===== src/rtl/vdu_pkg.sv =====
// Shared constants and entry packing helpers for the VDU write buffer.
package vdu_pkg;

    localparam logic [19:0] VDU_MEM_BASE  = 20'hB8000;
    localparam logic [19:0] VDU_MEM_LIMIT = 20'hBBFFF;
    localparam logic [19:0] VDU_IO_BASE   = 20'h003D0;
    localparam logic [19:0] VDU_IO_LIMIT  = 20'h003DF;

    localparam int VDU_ENTRY_W   = 29;
    localparam int VDU_DATA_LSB  = 0;
    localparam int VDU_DATA_W    = 8;
    localparam int VDU_ADDR_LSB  = 8;
    localparam int VDU_ADDR_W    = 20;
    localparam int VDU_IS_IO_BIT = 28;

    function automatic logic addr_in_range(input logic [19:0] addr,
                                           input logic [19:0] lo,
                                           input logic [19:0] hi);
        return (addr >= lo) && (addr <= hi);
    endfunction

    function automatic logic [VDU_ENTRY_W-1:0] pack_entry(input logic       is_io,
                                                          input logic [19:0] addr,
                                                          input logic [7:0]  data);
        return {is_io, addr, data};
    endfunction

endpackage


===== src/rtl/vdu_sync_edge.sv =====
// Two-flop synchroniser for an asynchronous level strobe, with a history
// flop so each assertion yields a single-cycle rise pulse.
module vdu_sync_edge (
    input  logic clk,
    input  logic rst,
    input  logic strobe,
    output logic rise
);

    logic s1_r;
    logic s2_r;
    logic s3_r;

    // Synchroniser chain plus history flop; all cleared by reset so a
    // strobe already high at release is seen as a fresh rise.
    always_ff @(posedge clk) begin
        if (rst) begin
            s1_r <= 1'b0;
            s2_r <= 1'b0;
            s3_r <= 1'b0;
        end else begin
            s1_r <= strobe;
            s2_r <= s1_r;
            s3_r <= s2_r;
        end
    end

    assign rise = s2_r & ~s3_r;

endmodule


===== src/rtl/vdu_write_buffer.sv =====
// Posted-write FIFO between the 8088 bus and the VDU write port: filters
// CPU strobes by address window and hands entries over valid/ready.
module vdu_write_buffer
    import vdu_pkg::*;
#(
    parameter int          DEPTH        = 8,
    parameter int          AFULL_MARGIN = 2,
    parameter logic [19:0] MEM_BASE     = VDU_MEM_BASE,
    parameter logic [19:0] MEM_LIMIT    = VDU_MEM_LIMIT,
    parameter logic [19:0] IO_BASE      = VDU_IO_BASE,
    parameter logic [19:0] IO_LIMIT     = VDU_IO_LIMIT
) (
    input  logic                     clk,
    input  logic                     rst,
    input  logic [19:0]              a,
    input  logic [7:0]               d,
    input  logic                     memw,
    input  logic                     iow,
    output logic                     cpu_ready,
    output logic                     out_valid,
    input  logic                     out_ready,
    output logic                     out_is_io,
    output logic [19:0]              out_addr,
    output logic [7:0]               out_data,
    output logic [$clog2(DEPTH):0]   level,
    output logic                     overflow,
    output logic                     collision,
    input  logic                     clr_err
);

    localparam int PW = $clog2(DEPTH);
    localparam int LW = PW + 1;
    localparam logic [PW-1:0] PTR_ONE   = PW'(1);
    localparam logic [LW-1:0] LVL_FULL  = LW'(DEPTH);

    logic [VDU_ENTRY_W-1:0] mem_r [DEPTH];
    logic [PW-1:0]          wr_ptr_r;
    logic [PW-1:0]          rd_ptr_r;

    logic          mem_rise_s;
    logic          io_rise_s;
    logic          mem_hit_s;
    logic          io_hit_s;
    logic          collide_s;
    logic          push_req_s;
    logic          push_s;
    logic          pop_s;
    logic          drop_s;
    logic [LW-1:0] level_next_s;

    vdu_sync_edge u_sync_memw (
        .clk    (clk),
        .rst    (rst),
        .strobe (memw),
        .rise   (mem_rise_s)
    );

    vdu_sync_edge u_sync_iow (
        .clk    (clk),
        .rst    (rst),
        .strobe (iow),
        .rise   (io_rise_s)
    );

    // Address filtering and push/pop arbitration; a coincident I/O rise
    // always loses to the memory rise.
    always_comb begin
        mem_hit_s    = mem_rise_s & addr_in_range(a, MEM_BASE, MEM_LIMIT);
        io_hit_s     = io_rise_s & ~mem_rise_s & addr_in_range(a, IO_BASE, IO_LIMIT);
        collide_s    = mem_rise_s & io_rise_s;
        push_req_s   = mem_hit_s | io_hit_s;
        pop_s        = out_valid & out_ready;
        push_s       = push_req_s & ((level != LVL_FULL) | pop_s);
        drop_s       = push_req_s & (level == LVL_FULL) & ~pop_s;
        level_next_s = level + LW'(push_s) - LW'(pop_s);
    end

    // FIFO storage, pointers and registered status outputs.
    always_ff @(posedge clk) begin
        if (rst) begin
            wr_ptr_r  <= '0;
            rd_ptr_r  <= '0;
            level     <= '0;
            out_valid <= 1'b0;
            cpu_ready <= 1'b1;
            for (int i = 0; i < DEPTH; i++) begin
                mem_r[i] <= '0;
            end
        end else begin
            if (push_s) begin
                mem_r[wr_ptr_r] <= pack_entry(~mem_hit_s, a, d);
                wr_ptr_r        <= wr_ptr_r + PTR_ONE;
            end
            if (pop_s) begin
                rd_ptr_r <= rd_ptr_r + PTR_ONE;
            end
            level     <= level_next_s;
            out_valid <= (level_next_s != '0);
            cpu_ready <= ((DEPTH - int'(level_next_s)) > AFULL_MARGIN);
        end
    end

    // Sticky error flags; a new event in the clearing cycle keeps the flag set.
    always_ff @(posedge clk) begin
        if (rst) begin
            overflow  <= 1'b0;
            collision <= 1'b0;
        end else begin
            if (drop_s) begin
                overflow <= 1'b1;
            end else if (clr_err) begin
                overflow <= 1'b0;
            end
            if (collide_s) begin
                collision <= 1'b1;
            end else if (clr_err) begin
                collision <= 1'b0;
            end
        end
    end

    assign out_is_io = mem_r[rd_ptr_r][VDU_IS_IO_BIT];
    assign out_addr  = mem_r[rd_ptr_r][VDU_ADDR_LSB +: VDU_ADDR_W];
    assign out_data  = mem_r[rd_ptr_r][VDU_DATA_LSB +: VDU_DATA_W];

endmodule


===== config.mk =====
export PLATFORM = sky130hd
export DESIGN_NAME = vdu_write_buffer
export DESIGN_NICKNAME = d
export VERILOG_FILES = /design/src/rtl/vdu_pkg.sv /design/src/rtl/vdu_sync_edge.sv /design/src/rtl/vdu_write_buffer.sv
export SDC_FILE = /design/constraint.sdc
export NUM_CORES = 1
export LEC_CHECK = 0
export BUFFER_PORTS_ARGS = -buffer_cell sky130_fd_sc_hd__buf_2
export CORE_UTILIZATION = 55
export DETAILED_ROUTE_END_ITERATION = 8
export GPL_TIMING_DRIVEN = 0
export PLACE_DENSITY = 0.73
export SYNTH_ARGS = -nofsm -noshare
export SYNTH_HDL_FRONTEND = slang
export SYNTH_SLANG_ARGS = --single-unit

===== constraint.sdc =====
create_clock -name clk -period 7.8 [get_ports clk]
set_input_delay 2.34 -clock clk [delete_from_list [all_inputs] [get_ports clk]]
set_output_delay 2.34 -clock clk [all_outputs]
set_load 0.01 [all_outputs]

* Yosys cells after proc, flatten, opt, wreduce, memory -nomap -nowiden
Memory sizes are Yosys's and may differ from the RTL's. A register that Yosys moved wholly into a read port is not among the register bits.
Cells that the tools add are included.
** Cells by class
- Add/sub/neg operators :: 5
- Order comparisons :: 5
- Equality and inequality tests :: 2
- Multiplexer cells :: 13
- Bitwise logic cells :: 17
- Reductions and logical operators :: 6
** Operator list (number)
- 2-to-1 mux 29 bit :: 1
- OR reduction 29 bit :: 1
- greater-or-equal comparator 20 x 10 -> 1 bit, second input constant :: 1
- greater-or-equal comparator 20 bit, second input constant :: 1
- less-or-equal comparator 20 x 10 -> 1 bit, second input constant :: 1
- less-or-equal comparator 20 bit, second input constant :: 1
- bitwise AND 1 bit :: 10
- 2-to-1 mux 1 bit :: 9
- 2-to-1 mux 3 bit :: 3
- adder 3 x 1 -> 3 bit, second input constant :: 2
- greater-than comparator 5 x 3 -> 1 bit, second input constant :: 1
- inverter 1 bit :: 5
- subtractor 4 x 4 -> 5 bit, first input constant :: 1
- adder 4 x 1 -> 4 bit :: 1
- equality test 4 bit, second input constant :: 1
- inequality test 4 bit, second input constant :: 1
- nonzero test 2 bit :: 2
- nonzero test 4 bit :: 1
- subtractor 4 x 1 -> 4 bit :: 1
- logical AND 1 bit :: 2
- bitwise OR 1 bit :: 2
** Word-level totals
- Register bits after elaboration :: 20
- Bits in writable memories :: 232
- Input bits :: 34
- Logic and storage cells :: 62
- Memories :: 1
** Memories
- mem_r :: depth 8, bits a word 29, read ports 1, clocked after Yosys merged registers in 1, write ports 8, RTL line vdu_write_buffer.sv:36 : logic [VDU_ENTRY_W-1:0] mem_r [DEPTH];

* Depth between registers and ports, before layout
- Depth after elaboration :: 12
- Mapped depth :: 14
- Depth with buffers taken out :: 13

* By module
Synthesis repeated with hierarchy kept, for this count alone.
** Unflattened totals
- Cells, all modules :: 821
- Area, all modules :: 12263.0 um^2
** By module, submodules not included
- vdu_write_buffer :: instances 1, cells each 807, area an instance 12087.8 um^2
- vdu_sync_edge :: instances 2, cells each 7, area an instance 87.6 um^2

* Worst setup path before layout
OpenSTA, ideal clock, no wires.
- Kind :: input-to-reg
- Start point :: input a[5]
- End point :: memory mem_r[2][0] (enable)
- Setup time :: 0.497 ns
- Data arrival time :: 6.637 ns
- Data required time :: 7.303 ns
- Slack :: 0.666 ns
- Cell stages on the path :: 5
- Buffers on the path :: 1
- Path through :: or4b_4 > nor4_4 > a21boi_1 > buf_2 > o41ai_1
** RTL lines
- start: declaration :: RTL line vdu_write_buffer.sv:15 : input logic [19:0] a,
- end: declaration :: RTL line vdu_write_buffer.sv:36

* Final worst setup path
- Start point :: input a[5]
- End point :: register cpu_ready
** On the way
- Word-level cells in the longest chain between the ends :: 9
** Ends and longest elaborated chain
- greater-or-equal comparator 20 bit (tied with other cells) :: RTL line vdu_pkg.sv:19 : return (addr >= lo) && (addr <= hi);
- logical AND 1 bit :: RTL line vdu_pkg.sv:19
- bitwise AND 1 bit (on tied branches) :: RTL line vdu_write_buffer.sv:68, vdu_write_buffer.sv:69
- bitwise OR 1 bit (*) :: RTL line vdu_write_buffer.sv:71 : push_req_s = mem_hit_s | io_hit_s;
- bitwise AND 1 bit (*) :: RTL line vdu_write_buffer.sv:73 : push_s = push_req_s & ((level != LVL_FULL) | pop_s);
- adder 4 x 1 -> 4 bit (*) :: RTL line vdu_write_buffer.sv:75 : level_next_s = level + LW'(push_s) - LW'(pop_s);
- subtractor 4 x 1 -> 4 bit (*) :: RTL line vdu_write_buffer.sv:75
- net level_next_s[1] :: RTL line vdu_write_buffer.sv:49 : logic [LW-1:0] level_next_s;
- subtractor 4 x 4 -> 5 bit (*) :: RTL line vdu_write_buffer.sv:99 : cpu_ready <= ((DEPTH - int'(level_next_s)) > AFULL_MARGIN);
- greater-than comparator 5 x 3 -> 1 bit (*) :: RTL line vdu_write_buffer.sv:99
- end signal: assignment :: RTL line vdu_write_buffer.sv:99
- end: declaration :: RTL line vdu_write_buffer.sv:19 : output logic cpu_ready,
The timed path passes the listed nets; every way through them passes the cells marked *.
A chain may end at the register's enable or synchronous reset.

==> metrics.txt <==
unrepaired setup endpoints after global routing=no; Ports=71; die area=22,450 µm²; Worst setup EP type=flip-flop; layout cells sized above 1=0.2801; fin nets=~1,000; Hold Fails Final Rpt=0; GRT Overall Usage=0.3238; initial antenna violation count=0; predominant post-synthesis flop cell=edfxtp_1; f_max=roughly 180 MHz; placed cells=roughly 1,200; Worst-Skew Late Latency=0.52 ns; Power Dens Cells=~260 nW/µm²; Seq/Total Area, Yosys=0.6179; drt wl/cell=between 20 and 30 µm; first-pass GRT wire length=approximately 52,000 µm; Worst Path Max Fanout=10; pin count of the biggest net entering global routing=17; mapped cell area=about 12,000 µm²; Overflow after GRT=0; GPL Wtd Cong=roughly 0.9; final non-filler cell total=approximately 1,200; final instance area=around 14,000 µm²; via/cell ratio=around 7; Sw Share=0.2858; fin crit share=0.6976; total CTS buffers=26; vias in the first global route=about 8,700; EDFF count, synth=approximately 230; status=completed; hold slack=0.4610 ns; Comb pwr share=0.221; initial drt markers=roughly 1,200; Rows=between 50 and 60; CTS Hold Bufs=0; area grow syn2layout=16.31%; post_cts resized=0; Setup CP Type=in2reg; Die Ht=about 150 µm; setup bufs post-CTS=0; Max Slew Vio Count=0; post-route ant nets=0; Worst-Margin Slew=1.112 ns; core area=around 21,000 µm²; Leak=around 4.5 nW; WL final=around 35,000 µm; switching power total=between 1 and 1.5 mW; asr flop ratio synth=0; DRT Pass-1 Iters=5; Max Cap Viol=0; Worst VDD drop=just over 0.2 mV; Netlist cell types=around 50; total number of vias=8,748; Yosys warning count=0; Die Span X=between 100 and 150 µm; Max Root-Sink Buffers=3; Clock H-tree levels=1; Startpoint Class=input pin; clock sink count=around 260; clock slew at reported path FFs=around 0.06 ns; I/O Buffers=between 60 and 70; detailed placement HPWL=~24,000 µm; Flop pwr share=0.439; Clock Skew=~0.0065 ns; DRC errors left=0; CTS tree=yes; worst hold path type=reg2reg; clock power share=0.339; Starting Density=0.5665; WHS Path Cells=1; final core utilization=0.6588; Tot Pwr=~3.6 mW; critical path data required time=between 8 and 9 ns; Rel. slew slack=0.2585; dpl cell area=13,150 µm²; Int Pwr=approximately 2.6 mW; mean post-synth cell area=around 15 µm²; cells after synthesis=between 800 and 900; reg2reg path depth=14; clock tree root driver cell=clkbuf_16; fin crit period=around 5.4 ns; FF+latch count, synth=255; final setup fails=0; Data arrival, critical path=~5.8 ns
## layer usage
layer  global-route usage  vias to the layer above  wire length, µm
met5                    0                        -                0
met4               0.1545                        0             1751
met3              0.08079                      164             4687
met2               0.5120                      764            16140
met1               0.4214                     4198            12500
li1                     -                     3622                -
## cells in the mapped netlist (2+ instances only)
master    instances  area share
a211oi_1          2      0.0012
a21oi_1           3      0.0012
a22oi_1           2      0.0012
a31oi_1           2      0.0010
buf_1            11      0.0034
buf_2             7      0.0029
buf_6            23       0.022
clkbuf_1         59       0.018
dfxtp_1          23       0.038
edfxtp_1        232        0.58
ha_1              8      0.0083
inv_1             5      0.0016
mux2_2           31       0.029
mux2i_1           2      0.0017
mux4_2           58        0.11
nand2_1          36       0.011
nand2b_1         26       0.014
nand3_1           3      0.0012
nor2_1            9      0.0028
nor2b_1          11      0.0057
nor3_1            6      0.0025
nor4_1          201        0.10
nor4_2           11       0.011
o211ai_1          2      0.0012
o311ai_0          2      0.0015
o31ai_1           4      0.0025
o41ai_1           4      0.0029
or2_2             2      0.0010
or3_1             5      0.0026
xor2_1            3      0.0022
## final timing paths
| check | to | slack [ns] | start |
|---|---|---|---|
| max | cpu_ready | 2.36 | a[5] |
| min | u_sync_iow.s2_r | 0.46 | u_sync_iow.s1_r |
| max reg2reg | cpu_ready | 4.22 | u_sync_iow.s2_r |
| min reg2reg | u_sync_iow.s2_r | 0.46 | u_sync_iow.s1_r |
## power groups by stage
stage | logic (mW) | registers, mW | clock network (mW)
after floorplan | 0.508 | 1.61 | 0
after global placement | 0.751 | 1.62 | 0
after detailed placement | 0.778 | 1.61 | 0
after CTS | 0.782 | 1.58 | 1.22
after global routing | 0.845 | 1.59 | 1.27
final | 0.798 | 1.58 | 1.22
## worst max-delay path: stages
cell and delay, ns:
buf_2 0.13, or4b_4 0.58, nor4_4 0.30, a21boi_1 0.15
buf_6 0.19, buf_6 0.18, mux2i_1 0.14, ha_1 0.22
fa_1 0.56, inv_1 0.07, ha_1 0.28, nor2b_1 0.13
or3_1 0.30, a31oi_1 0.17, mux2i_1 0.09
## sequential cells by signal, summed over array words and instances, names as in the netlist, named ones only
signal,cells
u_sync_memw.s2_r,1
overflow,1
u_sync_iow.s2_r,1
u_sync_memw.s3_r,1
u_sync_iow.s1_r,1
level,4
u_sync_iow.s3_r,1
out_valid,1
mem_r,232
u_sync_memw.s1_r,1
collision,1
cpu_ready,1
rd_ptr_r,3
wr_ptr_r,3
## per-stage QoR
step,setup slack (ns),setup TNS (ns)
2_1_floorplan,0.6665,0
3_3_place_gp,-2.259,-323.81
3_5_place_dp,1.825,0
4_1_cts,2.357,0
5_1_grt,2.182,0
6_report,2.359,0
## logic make-up after synthesis
family / synth area share
xor+xnor: 0.002915
fa+ha+maj: 0.009993
flops: 0.6179
compound gates: 0.01676
buf+inv: 0.04819
mux: 0.1394
other cells: 0.0003120
simple gates: 0.1646
## final cells by class
cell class	count	area, µm²
antenna	1	2.502
buffer	100	556.8
clock buffer	41	748.2
clock inverter	6	76.32
fill	1514	7239
inverter	6	22.52
multi-input combinational	466	4155
sequential	255	7427
tap	275	344.1
timing repair buffer	97	648.1
## cells in the final DEF, fill, tap and decap left out, types with 16 or more instances in the layout
cell / synthesis / routed
mux4_2: 58 / 58
edfxtp_1: 232 / 232
nand2_1: 36 / 36
mux2_2: 31 / 31
clkbuf_16: 0 / 27
dfxtp_1: 23 / 23
nor4_1: 201 / 201
clkbuf_1: 59 / 71
buf_4: 0 / 18
nand2b_1: 26 / 26
buf_6: 23 / 25
buf_2: 7 / 76
conb_1: 1 / 16
No activity file was read; power rests on OpenSTA's default activity.
